[src/rtl/lcd_vram_arbiter_pkg.sv]
// Shared constants, width helpers and write-FSM encoding for the LCD video-RAM arbiter.
package lcd_vram_arbiter_pkg;

  // Number of address bits needed to index 'value' distinct locations.
  function automatic int clogb2(input int unsigned value);
    int unsigned v;
    int res;
    v   = value - 1;
    res = 0;
    for (int i = 0; i < 32; i++) begin
      if (v > 0) begin
        res++;
        v = v >> 1;
      end
    end
    return res;
  endfunction

  localparam int H_ACT_DEF = 800;
  localparam int V_ACT_DEF = 480;

  localparam int AW = clogb2(H_ACT_DEF * V_ACT_DEF);
  localparam int CW = clogb2(H_ACT_DEF);
  localparam int FW = clogb2(V_ACT_DEF);
  localparam int DW = 24;

  // Idle value of {DEN, HD, VD}: no data enable, syncs deasserted high.
  localparam logic [2:0] SYNC_RST = 3'b011;

  typedef enum logic [1:0] {
    ST_IDLE = 2'd0,
    ST_ACK  = 2'd1,
    ST_WAIT = 2'd2
  } wr_state_t;

endpackage

[src/rtl/lcd_vram_arbiter_sync_delay.sv]
// N-stage delay line for {DEN, HD, VD}; also exposes the DEN of stage N-2 for RGB gating.
module lcd_sync_delay
  import lcd_vram_arbiter_pkg::*;
#(
  parameter int N = 3
) (
  input  logic       NCLK,
  input  logic       GREST,
  input  logic [2:0] sync_in,
  output logic [2:0] sync_out,
  output logic       den_tap
);

  logic [3*N-1:0] pipe;

  always_ff @(posedge NCLK or negedge GREST) begin
    if (!GREST) begin
      pipe <= {N{SYNC_RST}};
    end else begin
      pipe <= {pipe[3*N-4:0], sync_in};
    end
  end

  assign sync_out = pipe[3*N-1 -: 3];
  // DEN one stage before the output, so the RGB register lands in step with sync_out.
  assign den_tap  = pipe[3*N-4];

endmodule

[src/rtl/lcd_vram_arbiter.sv]
// Shares one single-port video RAM between LCD scan-out (priority) and a req/ack pixel writer.
module lcd_vram_arbiter
  import lcd_vram_arbiter_pkg::*;
#(
  parameter int H_ACT = H_ACT_DEF,
  parameter int V_ACT = V_ACT_DEF
) (
  input  logic          NCLK,
  input  logic          GREST,
  input  logic          DEN_in,
  input  logic          HD_in,
  input  logic          VD_in,
  input  logic [CW-1:0] columna,
  input  logic [FW-1:0] fila,
  input  logic          wr_req,
  input  logic [AW-1:0] wr_addr,
  input  logic [DW-1:0] wr_data,
  output logic          wr_ack,
  output logic          wr_err,
  output logic [AW-1:0] mem_addr,
  output logic          mem_we,
  output logic [DW-1:0] mem_wdata,
  input  logic [DW-1:0] mem_rdata,
  output logic [7:0]    R,
  output logic [7:0]    G,
  output logic [7:0]    B,
  output logic          DEN,
  output logic          HD,
  output logic          VD
);

  localparam logic [AW:0] NPIX = (AW+1)'(H_ACT * V_ACT);

  logic [AW-1:0] fila_w;
  logic [AW-1:0] col_w;
  logic [AW-1:0] row_base;
  logic [AW-1:0] pix_addr;

  assign fila_w = AW'(fila);
  assign col_w  = AW'(columna);

  // Row base as a constant shift-add so no multiplier is inferred.
  generate
    if (H_ACT == 800) begin : g_800
      assign row_base = (fila_w << 9) + (fila_w << 8) + (fila_w << 5);
    end else begin : g_generic
      always_comb begin
        row_base = '0;
        for (int i = 0; i < 32; i++) begin
          if (H_ACT[i]) row_base = row_base + (fila_w << i);
        end
      end
    end
  endgenerate

  assign pix_addr = row_base + col_w;

  logic          den_s;
  logic          hd_s;
  logic          vd_s;
  logic          req_s;
  logic [AW-1:0] rd_addr_s;
  logic [AW-1:0] wa_s;
  logic [DW-1:0] wd_s;

  always_ff @(posedge NCLK or negedge GREST) begin
    if (!GREST) begin
      den_s     <= 1'b0;
      hd_s      <= 1'b1;
      vd_s      <= 1'b1;
      req_s     <= 1'b0;
      rd_addr_s <= '0;
      wa_s      <= '0;
      wd_s      <= '0;
    end else begin
      den_s     <= DEN_in;
      hd_s      <= HD_in;
      vd_s      <= VD_in;
      req_s     <= wr_req;
      rd_addr_s <= pix_addr;
      wa_s      <= wr_addr;
      wd_s      <= wr_data;
    end
  end

  wr_state_t state;
  logic      wa_bad;

  assign wa_bad = ({1'b0, wa_s} >= NPIX);

  // Slot owner per cycle: display read first, then a single write per request.
  always_ff @(posedge NCLK or negedge GREST) begin
    if (!GREST) begin
      state     <= ST_IDLE;
      mem_addr  <= '0;
      mem_we    <= 1'b0;
      mem_wdata <= '0;
      wr_ack    <= 1'b0;
      wr_err    <= 1'b0;
    end else begin
      mem_we <= 1'b0;
      wr_ack <= 1'b0;
      wr_err <= 1'b0;
      if (den_s) mem_addr <= rd_addr_s;
      case (state)
        ST_IDLE: begin
          if (req_s && !den_s) begin
            wr_ack <= 1'b1;
            wr_err <= wa_bad;
            if (!wa_bad) begin
              mem_we    <= 1'b1;
              mem_addr  <= wa_s;
              mem_wdata <= wd_s;
            end
            state <= ST_ACK;
          end
        end
        ST_ACK:  state <= ST_WAIT;
        ST_WAIT: if (!req_s) state <= ST_IDLE;
        default: state <= ST_IDLE;
      endcase
    end
  end

  logic [2:0] sync_d;
  logic       den_tap;

  lcd_sync_delay #(.N(3)) u_sync_delay (
    .NCLK    (NCLK),
    .GREST   (GREST),
    .sync_in ({den_s, hd_s, vd_s}),
    .sync_out(sync_d),
    .den_tap (den_tap)
  );

  assign {DEN, HD, VD} = sync_d;

  logic [DW-1:0] rgb_reg;

  always_ff @(posedge NCLK or negedge GREST) begin
    if (!GREST) begin
      rgb_reg <= '0;
    end else begin
      rgb_reg <= den_tap ? mem_rdata : '0;
    end
  end

  assign R = rgb_reg[23:16];
  assign G = rgb_reg[15:8];
  assign B = rgb_reg[7:0];

endmodule
[config.mk]
export PLATFORM = sky130hd
export DESIGN_NAME = lcd_vram_arbiter
export DESIGN_NICKNAME = d
export VERILOG_FILES = /design/src/rtl/lcd_vram_arbiter_pkg.sv /design/src/rtl/lcd_vram_arbiter_sync_delay.sv /design/src/rtl/lcd_vram_arbiter.sv
export SDC_FILE = /design/constraint.sdc
export NUM_CORES = 1
export LEC_CHECK = 0
export ABC_CLOCK_PERIOD_IN_PS = 1500
export CAP_MARGIN = 20
export CELL_PAD_IN_SITES_DETAIL_PLACEMENT = 1
export CELL_PAD_IN_SITES_GLOBAL_PLACEMENT = 1
export CORE_AREA = 5 5 132 134
export CTS_BUF_LIST = sky130_fd_sc_hd__clkbuf_4 sky130_fd_sc_hd__clkbuf_8
export DETAILED_ROUTE_END_ITERATION = 8
export DIE_AREA = 0 0 137 139
export PLACE_DENSITY_LB_ADDON = 0.1
export SETUP_SLACK_MARGIN = 0.15
export SLEW_MARGIN = 10
export SYNTH_ARGS = -nofsm -noshare
export SYNTH_HDL_FRONTEND = slang
export SYNTH_SLANG_ARGS = --single-unit
[constraint.sdc]
create_clock -name NCLK -period 1.5 [get_ports NCLK]
set_clock_uncertainty 0.1 [all_clocks]
set_input_delay 0.45 -clock NCLK [delete_from_list [all_inputs] [get_ports NCLK]]
set_output_delay 0.45 -clock NCLK [all_outputs]
set_load 0.01 [all_outputs]
* Word level (Yosys, flattened, before mapping) *
Cells that the tools add are included.

cells by class
  $add $sub $neg = 3
  multipliers = 0
  div/mod/pow operators = 0
  magnitude comparators = 1
  eq/ne operators = 4
  shift operators = 0
  mux-type cells = 15
  bitwise gates (word level) = 1
  reduce and logical (&&, ||, !) cells = 5

operators with widths
  operator              number
  $mux 19               4
  $mux 24               1
  $add 18x17->19        1
  $add 19x10->19        1
  $add 19x14->19        1
  $ge 19x19->1 const B  1
  $mux 1                7
  $pmux 2 s3            1
  $mux 2                2
  $ne 2x2->1 const B    2
  $reduce_and 3->1      1
  $eq 2x1->1 const B    1
  $eq 2x2->1 const B    1
  $logic_not 2->1       1
  $reduce_and 2->1      1
  $logic_and 1x1->1     1
  $logic_not 1->1       1
  $not 1->1             1

word-level totals
  register bits after elaboration = 147
  latch bits = 0
  bits in writable memories = 0
  bits in read-only memories = 0
  input port bits = 92
  output and inout port bits = 73
  memories kept = 0

* Logic depth before layout (Yosys ltp) *
  depth after elaboration = 4
  gate-level depth with buffers = 11
  depth with buffers taken out = 11

* By module *
From an unflattened synthesis, not the netlist that was laid out.

second synthesis, totals
  cell total of the unflattened synthesis = 384
  area total of the unflattened synthesis = 5,536.6 sq um

by module, submodules not included
  module            instances  cells an instance  area an instance (sq um)  seq. area each (sq um)
  lcd_vram_arbiter  1          372                5,281.3                   3,455.8
  lcd_sync_delay    1          12                 255.2                     232.7

* Least setup slack after synthesis *
No wires, ideal clock.

  path kind = input to register
  from = input columna[9]
  to = register rd_addr_s[13]
  setup time = 0.125 ns
  arrival = 2.817 ns
  required time = 1.275 ns
  slack = -1.541 ns
  stages = 10
  path buffers = 0
  path through = inv_1 -> fa_1 -> inv_1 -> fa_1 -> ha_1 -> nor2b_1 -> o31a_1 -> o21a_1 -> or2_2 -> xor2_1

on the way
  longest elaborated chain between the ends = 1

ends and longest elaborated chain
  what                    RTL line                source
  start, declared         lcd_vram_arbiter.sv:13  input logic [CW-1:0] columna,
  $add 19x10->19          lcd_vram_arbiter.sv:56  assign pix_addr = row_base + col_w;
  named net pix_addr[13]  lcd_vram_arbiter.sv:37  logic [AW-1:0] pix_addr;
  end signal, assigned    lcd_vram_arbiter.sv:80  rd_addr_s <= pix_addr;
  end, declared           lcd_vram_arbiter.sv:62  logic [AW-1:0] rd_addr_s;

The timed path passes the listed nets, and every way through them passes these cells.
A chain may end at the register's enable or synchronous reset.

* Final worst setup path *
  from = input columna[9]
  to = register rd_addr_s[12]

Same word-level chain as after synthesis.

==> results.yml <==
status:
  status: "finished with violations"
  violations: "negative setup slack"
floorplan:
  ioPinCount: 165
  fp.dieH_um: 139
  die_x_um: 137
  rows: 47
  die_area_um2: 19040
  core_area_um2: 16170
  start_util_pct: 34.10
power_and_ir_drop:
  total_power_mw: 12.06
  power.leakage_nw: 4.460
  power_density_nw_per_um2: 1305
  ir_drop_v: 0.0005992
cells_and_area:
  drive_gt1_share_pct: 48.97
  num-nets-final: 797
  fin_util_pct: 57.18
  fillerInstances: 1601
  stdcell_count: 903
  synthToLayoutAreaGrowth_pct: 67.69
grt:
  grt_max_degree: 37
  grt.total_usage_pct: 16.87
  overflow: 0
  grt_pass1_vias: 4575
  antenna_found_initial: 0
  grt_pass1_wl_um: 24530
placed_design:
  hpwl_um: 10340
  io_buffers: 164
  placedCellCount: 810
  gp_congestion: 0.7140
worst_setup_path:
  critical_path.startpoint: "columna[9]"
  worst_ep_arrival_time_ns: 2.88
  reg2reg_from: "wa_s[10]"
  critPathRequiredTime_ns: 1.73
  path_class: "in2reg"
  critPathBufInv: 8
  max_stage_delay_ns: 0.54
  crit_fanout: 2
  path_delay_family: "adder cells"
  path_common_cell: "buf_4"
  crit_path_cell_trace: "buf_8, inv_8, fa_1, inv_1, fa_1, ha_4, buf_4, buf_6, nand3_4, o2111ai_4, buf_4, buf_4, buf_6, xor2_1"
  worst_setup_path_start_kind: "input port"
  slowest_stage: "fa_1"
  endpoint_kind: "flop"
detailed_routing:
  drt_iter0_drc: 124
  wl_per_cell_um: 17.28
  wl_met1_um: 6345
  dr_total_vias: 3994
  wl_met2_um: 8202
  remaining_drc_errors: 0
  met3_wirelength_um: 794
  maxUsedRoutingLayer: "met4"
  ant_nets: 0
  drt-vias-per-instance: 4.423
  wl_um: 15600
  firstDrtPassIters: 5
hold_path:
  hold_class: "in2reg"
  min_from: "fila[0]"
sta:
  whs_ns: 0.2233
  slew_violations: 0
  finalSetupViolCount: 101
  finalCritPeriodShare_pct: 176.8
  finalCriticalPeriod_ns: 2.651
  rsz0062_at_grt: "true"
  worst_slack_ns: -1.151
  worst_slew_pin_slew_ns: 0.3939
  fin_setup_tns_ns: -20.90
  relSlewSlack_pct: 73.74
  final_hold_viol_count: 0
  max_freq_mhz: 377.2
yosys:
  async_reset_ff_share_pct: 100.0
  muxShareOfSynthArea_pct: 8.532
  synth_area_um2: 5514
  yosys-top-cells-area: "dfrtp_1 (63%), ha_1 (6.4%), mux2_2 (4.1%)"
  synth_fa_ha_area_share_pct: 9.258
  ys_seq_area_share_pct: 66.89
  syn_nets: 509
  yosys_warnings: 0
  synth_edf_count: 0
  avgSynthCellArea_um2: 14.47
  synth_commonest_cells: "dfrtp_1 (139), inv_1 (30), ha_1 (28), and2_1 (24), nand2_1 (23)"
  synth_top_family_by_area: "adder cells"
  yosysMostFrequentCell: "dfrtp_1"
  synth_simple_gate_area_share_pct: 6.240
  yosys.area.top_type: "dfrtp_1"
  synthXorXnorAreaFrac_pct: 1.430
  synth_seq_cells: 147
  synth.distinct_cells: 37
  yosys.area.top_type_share_pct: 63.08
  syn_inst: 381
  synth_compound_area_share_pct: 4.447
  ys.flop_type: "dfrtp_1"
clock_tree:
  cts_buffers: 17
  clkSlewWorstSetupHoldPaths_ns: 0.08
  cts_tree: "done"
  clkLatencyLatePin_ns: 0.44
  root_buffer: "clkbuf_8"
  cts_buffer_depth: 2
  cts.sinks: 147
  h-tree-depth: 4
flow_run:
  drv_cap: 0
## worst reg2reg max path, delay by kind of cell (launching register included)
kind                   cells  cell delay [ns]
AOI/OAI and AO/OA          3             0.54
buffers and inverters      3             0.38
DFF                        1             0.39
muxes                      1             0.30
## cell families after synthesis
kind of cell,Yosys count
adders and majority gates,36
muxes,44
and+or+nand+nor,64
DFF,147
AOI/OAI and AO/OA,40
xor gates and xnor gates,9
buffers and inverters,41
## report_power, final
group          internal (mW)  leakage [nW]  switching (mW)  total [mW]
sequential              4.58          1.75           0.330        4.91
clock                   1.92         0.215            1.52        3.44
combinational           2.23          2.49            1.48        3.71
## through the flow
stage | setup slack [ns] | area, um2
floorplan | -1.464 | 5717
global placement | -2.072 | 8008
detailed placement | -2.101 | 8008
CTS | -1.146 | 8954
global route | -1.189 | 9244
finish | -1.151 | 9246
## cell usage in the layout, fill, tap and decap left out, drive strengths merged, types with 2 or more instances in the layout
cell type,n
a21oi,5
a31oi,3
and2,24
buf,192
bufinv,4
clkbuf,23
clkdlybuf4s50,79
clkinv,2
clkinvlp,4
dfrtp,139
dfstp,8
dlygate4sd2,5
fa,8
ha,28
inv,32
mux2,24
mux2i,20
nand2,23
nand3,6
nor2,3
nor2b,2
nor3,2
o2111ai,2
o21a,2
o21ai,22
o21bai,2
xnor2,4
xor2,5
## layout make-up
type | count | area [um2] | area share (%)
antenna | 1 | 2.502 | 0.02706
clock buffer | 20 | 269.0 | 2.909
clock inverter | 12 | 177.7 | 1.922
inverter | 30 | 122.6 | 1.326
multi-input combinational | 193 | 2150 | 23.25
sequential | 147 | 3689 | 39.89
tap | 220 | 275.3 | 2.977
timing repair buffer | 280 | 2561 | 27.70
## per-layer routing
layer	vias up	track usage, %
met3	20	4.935
met4	0	5.410
li1	1835	-
met1	2026	20.11
met2	113	29.10
met5	-	0
## final timing paths
check / to / depth (start not counted) / slack, ns
worst min register to register: u_sync_delay.pipe[7] / 0 / 0.25
max in group asynchronous: mem_wdata[10] / 3 / 0.34
worst max-delay path: rd_addr_s[12] / 14 / -1.15
worst min-delay path: rd_addr_s[5] / 3 / 0.22
worst max register to register: mem_wdata[6] / 7 / -0.32
min in group asynchronous: mem_wdata[2] / 2 / 0.42
## timing repair
action | in CTS | in global routing
cloned | 5 | 0
setup endpoints to repair | 129 | 128
setup buffers | 33 | 21
pin swaps | 29 | 18
hold endpoints to repair | 21 | 0
hold buffers | 1 | 0
resized for setup | 431 | 36
(Power assumes the default switching activity.)
